<file path="src/rtl/mips_run_ctrl_if.sv">
// ----------------------------------------------------------------------------
// mips_run_ctrl_if
// Bundles the control/observation signals between a run controller and the
// environment that owns the core (host side).
//
// Handshake semantics: start and step are single-cycle pulses sampled on the
// rising clock edge; there is no ready/ack. Outputs are levels, except
// core_en, which follows step combinationally while single-stepping.
//
// Signals (host view):
//   start      host -> ctrl  pulse, begin/restart a run
//   step_mode  host -> ctrl  1 = single-step, 0 = free run
//   step       host -> ctrl  pulse, advance one cycle in single-step
//   pc         core -> ctrl  current PC of the controlled core
//   halt_pc    host -> ctrl  PC that terminates the run
//   core_reset ctrl -> core  active-high synchronous core reset
//   core_en    ctrl -> core  core clock enable
//   busy       ctrl -> host  high in RESET, RUN, STEP_WAIT
//   done       ctrl -> host  high in DONE
//   timeout    ctrl -> host  run ended by cycle limit
//   cycle_cnt  ctrl -> host  enabled core cycles in current/last run
//   dbg_state  ctrl -> host  encoded FSM state for observation
// ----------------------------------------------------------------------------
interface mips_run_ctrl_if #(
    parameter int PC_W  = 32,
    parameter int CNT_W = 32
);
    logic             start;
    logic             step_mode;
    logic             step;
    logic [PC_W-1:0]  pc;
    logic [PC_W-1:0]  halt_pc;
    logic             core_reset;
    logic             core_en;
    logic             busy;
    logic             done;
    logic             timeout;
    logic [CNT_W-1:0] cycle_cnt;
    logic [2:0]       dbg_state;

    modport master (
        output start, step_mode, step, pc, halt_pc,
        input  core_reset, core_en, busy, done, timeout, cycle_cnt, dbg_state
    );

    modport slave (
        input  start, step_mode, step, pc, halt_pc,
        output core_reset, core_en, busy, done, timeout, cycle_cnt, dbg_state
    );
endinterface

</file>
<file path="src/rtl/mips_run_ctrl.sv">
// ----------------------------------------------------------------------------
// mips_run_ctrl
// Run controller for a MIPS core: holds the core in reset after start, then
// lets it run freely or single-step, and stops it when the PC hits halt_pc,
// the PC stays unchanged for HALT_STABLE enabled cycles, or TIMEOUT enabled
// cycles have elapsed. In DONE the core is frozen (no reset, no enable) so
// its state can be inspected.
//
// Ports:
//   clk    rising-edge clock
//   reset  asynchronous active-low reset of this block
//   bus    mips_run_ctrl_if.slave (start/step inputs, pc compare inputs,
//          core_reset/core_en/status outputs, dbg_state)
// ----------------------------------------------------------------------------
module mips_run_ctrl #(
    parameter int PC_W        = 32,
    parameter int CNT_W       = 32,
    parameter int RST_CYCLES  = 4,
    parameter int HALT_STABLE = 8,
    parameter int TIMEOUT     = 100000
) (
    input  logic           clk,
    input  logic           reset,
    mips_run_ctrl_if.slave bus
);

    typedef enum logic [2:0] {
        S_IDLE      = 3'd0,
        S_RESET     = 3'd1,
        S_RUN       = 3'd2,
        S_STEP_WAIT = 3'd3,
        S_DONE      = 3'd4
    } state_e;

    localparam logic [7:0]       RST_C    = 8'(RST_CYCLES);
    localparam logic [7:0]       STABLE_C = 8'(HALT_STABLE);
    localparam logic [CNT_W-1:0] LIMIT_C  = CNT_W'(TIMEOUT);

    state_e           state_q, state_d;
    logic [7:0]       hold_q, hold_d;
    logic [CNT_W-1:0] cnt_q, cnt_d;
    logic             timeout_q, timeout_d;
    logic [PC_W-1:0]  prev_pc_q, prev_pc_d;
    logic             prev_valid_q, prev_valid_d;
    logic [7:0]       stable_q, stable_d;

    logic             core_reset;
    logic             core_en;
    logic             busy;
    logic             done;
    logic             enter_reset;
    logic [CNT_W-1:0] cnt_inc;
    logic [7:0]       stable_inc;
    logic             hit_a, hit_b, hit_c;

    always_ff @(posedge clk or negedge reset) begin
        if (!reset) begin
            state_q      <= S_IDLE;
            hold_q       <= '0;
            cnt_q        <= '0;
            timeout_q    <= 1'b0;
            prev_pc_q    <= '0;
            prev_valid_q <= 1'b0;
            stable_q     <= '0;
        end else begin
            state_q      <= state_d;
            hold_q       <= hold_d;
            cnt_q        <= cnt_d;
            timeout_q    <= timeout_d;
            prev_pc_q    <= prev_pc_d;
            prev_valid_q <= prev_valid_d;
            stable_q     <= stable_d;
        end
    end

    always_comb begin
        state_d      = state_q;
        hold_d       = hold_q;
        cnt_d        = cnt_q;
        timeout_d    = timeout_q;
        prev_pc_d    = prev_pc_q;
        prev_valid_d = prev_valid_q;
        stable_d     = stable_q;
        core_reset   = 1'b0;
        core_en      = 1'b0;
        busy         = 1'b0;
        done         = 1'b0;
        enter_reset  = 1'b0;

        // Candidate updates for an enabled cycle; committed only when core_en.
        cnt_inc    = cnt_q + 1'b1;
        stable_inc = (prev_valid_q && (bus.pc == prev_pc_q)) ? stable_q + 1'b1 : 8'd0;
        hit_a      = (bus.pc == bus.halt_pc);
        hit_b      = (stable_inc == STABLE_C);
        hit_c      = (cnt_inc == LIMIT_C);

        unique case (state_q)
            S_IDLE: begin
                core_reset = 1'b1;
                if (bus.start) enter_reset = 1'b1;
            end
            S_RESET: begin
                core_reset = 1'b1;
                busy       = 1'b1;
                // hold_q was loaded with RST_CYCLES on entry, so leaving when
                // it reads 1 gives exactly RST_CYCLES cycles in this state.
                if (hold_q <= 8'd1) begin
                    state_d = bus.step_mode ? S_STEP_WAIT : S_RUN;
                end else begin
                    hold_d = hold_q - 1'b1;
                end
            end
            S_RUN: begin
                busy    = 1'b1;
                core_en = 1'b1;
                if (bus.step_mode) state_d = S_STEP_WAIT;
            end
            S_STEP_WAIT: begin
                busy    = 1'b1;
                core_en = bus.step;
                if (!bus.step_mode) state_d = S_RUN;
            end
            S_DONE: begin
                done = 1'b1;
                if (bus.start) enter_reset = 1'b1;
            end
            default: state_d = S_IDLE;
        endcase

        if (core_en) begin
            cnt_d        = cnt_inc;
            prev_pc_d    = bus.pc;
            prev_valid_d = 1'b1;
            stable_d     = stable_inc;
            // Halting overrides any step_mode change requested this cycle.
            if (hit_a || hit_b || hit_c) begin
                state_d   = S_DONE;
                timeout_d = hit_c && !hit_a && !hit_b;
            end
        end

        if (enter_reset) begin
            state_d      = S_RESET;
            hold_d       = RST_C;
            cnt_d        = '0;
            timeout_d    = 1'b0;
            prev_valid_d = 1'b0;
            stable_d     = '0;
        end
    end

    assign bus.core_reset = core_reset;
    assign bus.core_en    = core_en;
    assign bus.busy       = busy;
    assign bus.done       = done;
    assign bus.timeout    = timeout_q;
    assign bus.cycle_cnt  = cnt_q;
    assign bus.dbg_state  = state_q;

endmodule

</file>
<file path="src/flat_wrapper.sv">
// flat-port wrapper written by rule: the top's interface ports become plain ports
module mips_run_ctrl_flat 
#(
    parameter int PC_W        = 32,
    parameter int CNT_W       = 32,
    parameter int RST_CYCLES  = 4,
    parameter int HALT_STABLE = 8,
    parameter int TIMEOUT     = 100000
)
  (clk, reset, bus_start, bus_step_mode, bus_step, bus_pc, bus_halt_pc, bus_core_reset, bus_core_en, bus_busy, bus_done, bus_timeout, bus_cycle_cnt, bus_dbg_state);
  mips_run_ctrl_if #(.PC_W(PC_W), .CNT_W(CNT_W)) bus_i ();
  input  logic clk;
  input  logic reset;
  input wire logic [$bits(bus_i.start)-1:0] bus_start;
  input wire logic [$bits(bus_i.step_mode)-1:0] bus_step_mode;
  input wire logic [$bits(bus_i.step)-1:0] bus_step;
  input wire logic [$bits(bus_i.pc)-1:0] bus_pc;
  input wire logic [$bits(bus_i.halt_pc)-1:0] bus_halt_pc;
  output wire logic [$bits(bus_i.core_reset)-1:0] bus_core_reset;
  output wire logic [$bits(bus_i.core_en)-1:0] bus_core_en;
  output wire logic [$bits(bus_i.busy)-1:0] bus_busy;
  output wire logic [$bits(bus_i.done)-1:0] bus_done;
  output wire logic [$bits(bus_i.timeout)-1:0] bus_timeout;
  output wire logic [$bits(bus_i.cycle_cnt)-1:0] bus_cycle_cnt;
  output wire logic [$bits(bus_i.dbg_state)-1:0] bus_dbg_state;
  assign bus_i.start = bus_start;
  assign bus_i.step_mode = bus_step_mode;
  assign bus_i.step = bus_step;
  assign bus_i.pc = bus_pc;
  assign bus_i.halt_pc = bus_halt_pc;
  assign bus_core_reset = bus_i.core_reset;
  assign bus_core_en = bus_i.core_en;
  assign bus_busy = bus_i.busy;
  assign bus_done = bus_i.done;
  assign bus_timeout = bus_i.timeout;
  assign bus_cycle_cnt = bus_i.cycle_cnt;
  assign bus_dbg_state = bus_i.dbg_state;
  mips_run_ctrl #(.PC_W(PC_W), .CNT_W(CNT_W), .RST_CYCLES(RST_CYCLES), .HALT_STABLE(HALT_STABLE), .TIMEOUT(TIMEOUT)) u_core (.clk(clk), .reset(reset), .bus(bus_i));
endmodule
</file>
<file path="config.mk">
export PLATFORM = sky130hd
export DESIGN_NAME = mips_run_ctrl_flat
export DESIGN_NICKNAME = d
export VERILOG_FILES = /design/src/rtl/mips_run_ctrl_if.sv /design/src/rtl/mips_run_ctrl.sv /design/src/flat_wrapper.sv
export SDC_FILE = /design/constraint.sdc
export NUM_CORES = 1
export LEC_CHECK = 0
export ABC_AREA = 1
export BUFFER_PORTS_ARGS = -buffer_cell sky130_fd_sc_hd__buf_2
export CORE_ASPECT_RATIO = 1.1
export CORE_UTILIZATION = 45
export CTS_CLUSTER_SIZE = 14
export DETAILED_ROUTE_END_ITERATION = 8
export PLACE_DENSITY = 0.67
export SLEW_MARGIN = 20
export SYNTH_ARGS = -nofsm -noshare
export SYNTH_HDL_FRONTEND = slang
export SYNTH_SLANG_ARGS = --single-unit
</file>
<file path="constraint.sdc">
create_clock -name clk -period 3.15 [get_ports clk]
set_input_delay 0.63 -clock clk [delete_from_list [all_inputs] [get_ports clk]]
set_output_delay 0.63 -clock clk [all_outputs]
set_load 0.03 [all_outputs]
</file>
==> results_dict.tcl <==
set metrics [dict create \
    status "finished clean" \
    drt_iter0_markers 320 \
    ys_seq_area_share_pct 39.5 \
    diodes 0 \
    start_kind "flop" \
    dp_hpwl_mm 10.6 \
    p_sw_share_pct 37.3 \
    dr.pass1.iters 5 \
    final_nets 940 \
    drive_gt1_share_pct 20.0 \
    post_cts_buffers 0 \
    antenna_found_initial 0 \
    power.internal_uw 2690 \
    gp_congestion 0.952 \
    grt_usage_pct 23.6 \
    routedWlPerCell_um 13.6 \
    power_frac_seq_pct 37.8 \
    multiInputGateArea_um2 2820 \
    yosys.cell_types.count 35 \
    drv_cap 0 \
    port_buffers 108 \
    grt_pass1_vias 4977 \
    cp.required_ns 3.32 \
    switching_power_uw 1600 \
    final_max_slew_viol_count 0 \
    post_cts_resized 0 \
    cts_max_path_buffers 2 \
    fin_crit_ns 2.36 \
    routed_wl_mm 13.8 \
    clock-sinks 85 \
    critical-path-max-stage-delay_ns 0.80 \
    crit_type "reg -> reg" \
    synth_area_per_cell_um2 7.14 \
    die-area_um2 12400 \
    grt_max_degree 86 \
    crit_fanout 32 \
    syn2layout_area_growth_pct 20.5 \
    coreArea_um2 11500 \
    die_w_um 106 \
    finalHoldViolCount 0 \
    fin_util_pct 56.2 \
    ys_ff_latch 85 \
    syn_area_um2 5380 \
    ir_worst_vdd_v 0.000467 \
    fillers 1116 \
    max-slew-margin-rel_pct 30.1 \
    htree_num_levels 3 \
    num_rows 41 \
    power.density_nw_per_um2 662 \
    fmax_mhz 424 \
    syn_inst 754 \
    clkPwrFrac_pct 29.6 \
    rsz0062_at_grt "no" \
    synth_largest_area_cell "dfrtp_1" \
    power_leakage_uw 0.00326 \
    seq_area_um2 2130 \
    final_cell_mix "nand2_1 (221), buf_2 (107), inv_1 (95)" \
    syn-num-nets 828 \
    cts_made_buffers 9 \
    clk_pin_slew_ns 0.06 \
    pin_count 109 \
    yosysWarnings 0 \
    synth_area_leaders "dfrtp_1 (40%), nand2_1 (15%), inv_1 (6.7%)" \
    worst-slew-pin-transition_ns 1.05 \
    final_antenna_net_count 0 \
    setup_violations 0 \
    clk-insertion-delay-late_ns 0.34 \
    cts_tree "yes" \
    crit_arrival_ns 2.53 \
    crit_path_top_delay_cell "inv_1" \
    p_comb_share_pct 32.6 \
    min_path_type "in -> async" \
    setup_tns_ns 0 \
    grt.overflow.total 0 \
    skew_ns 0.00557 \
    dr_total_vias 5211 \
    grt_pass1_wl_mm 23.1 \
    synth_top_area_share_pct 39.5 \
    layout_commonest_cell "nand2_1" \
    initial_core_util_pct 46.6 \
    cts_hold_buf 0 \
    cts-root-buf "clkbuf_16" \
    post-route-period-util_pct 74.8 \
    die_y_um 117 \
    cp_cell_sequence "nor2_1 -> nand2_2 -> inv_1 -> nor2_1 -> inv_1 -> o21ai_0" \
    setup.worst_path.end_class "flop" \
    via_per_inst 5.10 \
    drc 0 \
]
area by class of cell:
class	count	share of cell area, %
clock buffers	11	3.90
clock inverters	5	1.64
inverters	100	5.79
multi-input cells	555	43.6
flip-flops and latches	85	32.8
well taps	150	2.90
repair buffers	115	9.38
final timing paths:
check                                   startpoint  cells after the start                        to  slack [ns]
setup / recovery           u_core.bus.dbg_state[1]                      6  u_core.bus.cycle_cnt[19]        0.79
hold / removal                               reset                      2  u_core.bus.cycle_cnt[16]        0.31
setup reg to reg           u_core.bus.dbg_state[1]                      6  u_core.bus.cycle_cnt[19]        0.79
hold reg to reg                   u_core.hold_q[4]                      1          u_core.hold_q[4]        0.49
max in group asynchronous                    reset                      2   u_core.bus.cycle_cnt[6]        2.46
min in group clk                  u_core.hold_q[4]                      1          u_core.hold_q[4]        0.49
power by group through the flow:
stage	combinational, uW	sequential (uW)	clock [uW]
after floorplan	932	1660	0
after global placement	1360	1620	0
after detailed placement	1400	1630	0
after CTS	1410	1620	1290
after global routing	1590	1660	1340
final	1400	1620	1270
stage by stage:
stage	instance area (um2)	hold WS (ns)	total power (uW)	worst slack, ns	instances
2_1_floorplan	5380	0.334	2600	1.00	754
6_report	6480	0.311	4290	0.793	1021
3_3_place_gp	6120	0.473	2980	0.642	1005
4_1_cts	6480	0.346	4310	0.788	1021
5_1_grt	6480	0.334	4590	0.594	1021
3_5_place_dp	6120	0.480	3040	0.570	1005
routing by layer:
metal / up-vias / GRT usage [%] / share of wire [%]
met5: - / 0 / 0
met4: 0 / 6.94 / 1.4
met3: 18 / 4.52 / 4.5
met2: 142 / 41.2 / 49
met1: 2433 / 29.9 / 45
li1: 2618 / - / -
registers in the layout (all words and copies together), names as in the netlist:
signal                count
u_core.bus.cycle_cnt     32
u_core.prev_pc_q         32
u_core.hold_q             8
u_core.stable_q           8
u_core.bus.dbg_state      3
u_core.bus.timeout        1
u_core.prev_valid_q       1
kinds of logic (layout without fill, tap and decap cells):
logic type / count (synthesis) / after routing / synth area share [%]
XOR/XNOR: 48 / 48 / 7.81
AND/OR/NAND/NOR: 403 / 403 / 33.4
buffers and inverters: 114 / 231 / 8.02
flip-flops: 85 / 85 / 39.5
adder cells (fa/ha/maj): 5 / 5 / 1.16
AO/OA/AOI/OAI: 99 / 99 / 10.1
critical path, delay by kind of cell (launching register included):
kind | cells | cell delay (ns)
AO/OA/AOI/OAI | 1 | 0.21
flip-flops | 1 | 0.41
buffers and inverters | 2 | 1.00
AND/OR/NAND/NOR | 3 | 0.55
synth_stat cells:
library cell and n:
xor2_1 38, inv_2 3, nand3_2 4, nor3b_4 1, nor4_1 5, o21ai_1 2
a21oi_2 1, nor2_2 8, o22ai_1 22, buf_4 1, nor2_8 1, clkinv_1 1
xnor2_1 10, or2_2 9, nor2_1 75, o221ai_1 1, o21a_1 2, o21ai_0 62
inv_1 96, clkbuf_1 13, and3_1 1, nand3b_1 3, nor3_2 2, dfrtp_1 85
a21oi_1 7, nor3_1 21, nand3_1 32, ha_1 5, o211ai_1 1, nand4_1 7
nand2_2 7, nand2_4 2, nand2_1 221, nor2_4 4, a22o_1 1
(Power assumes the default switching activity.)
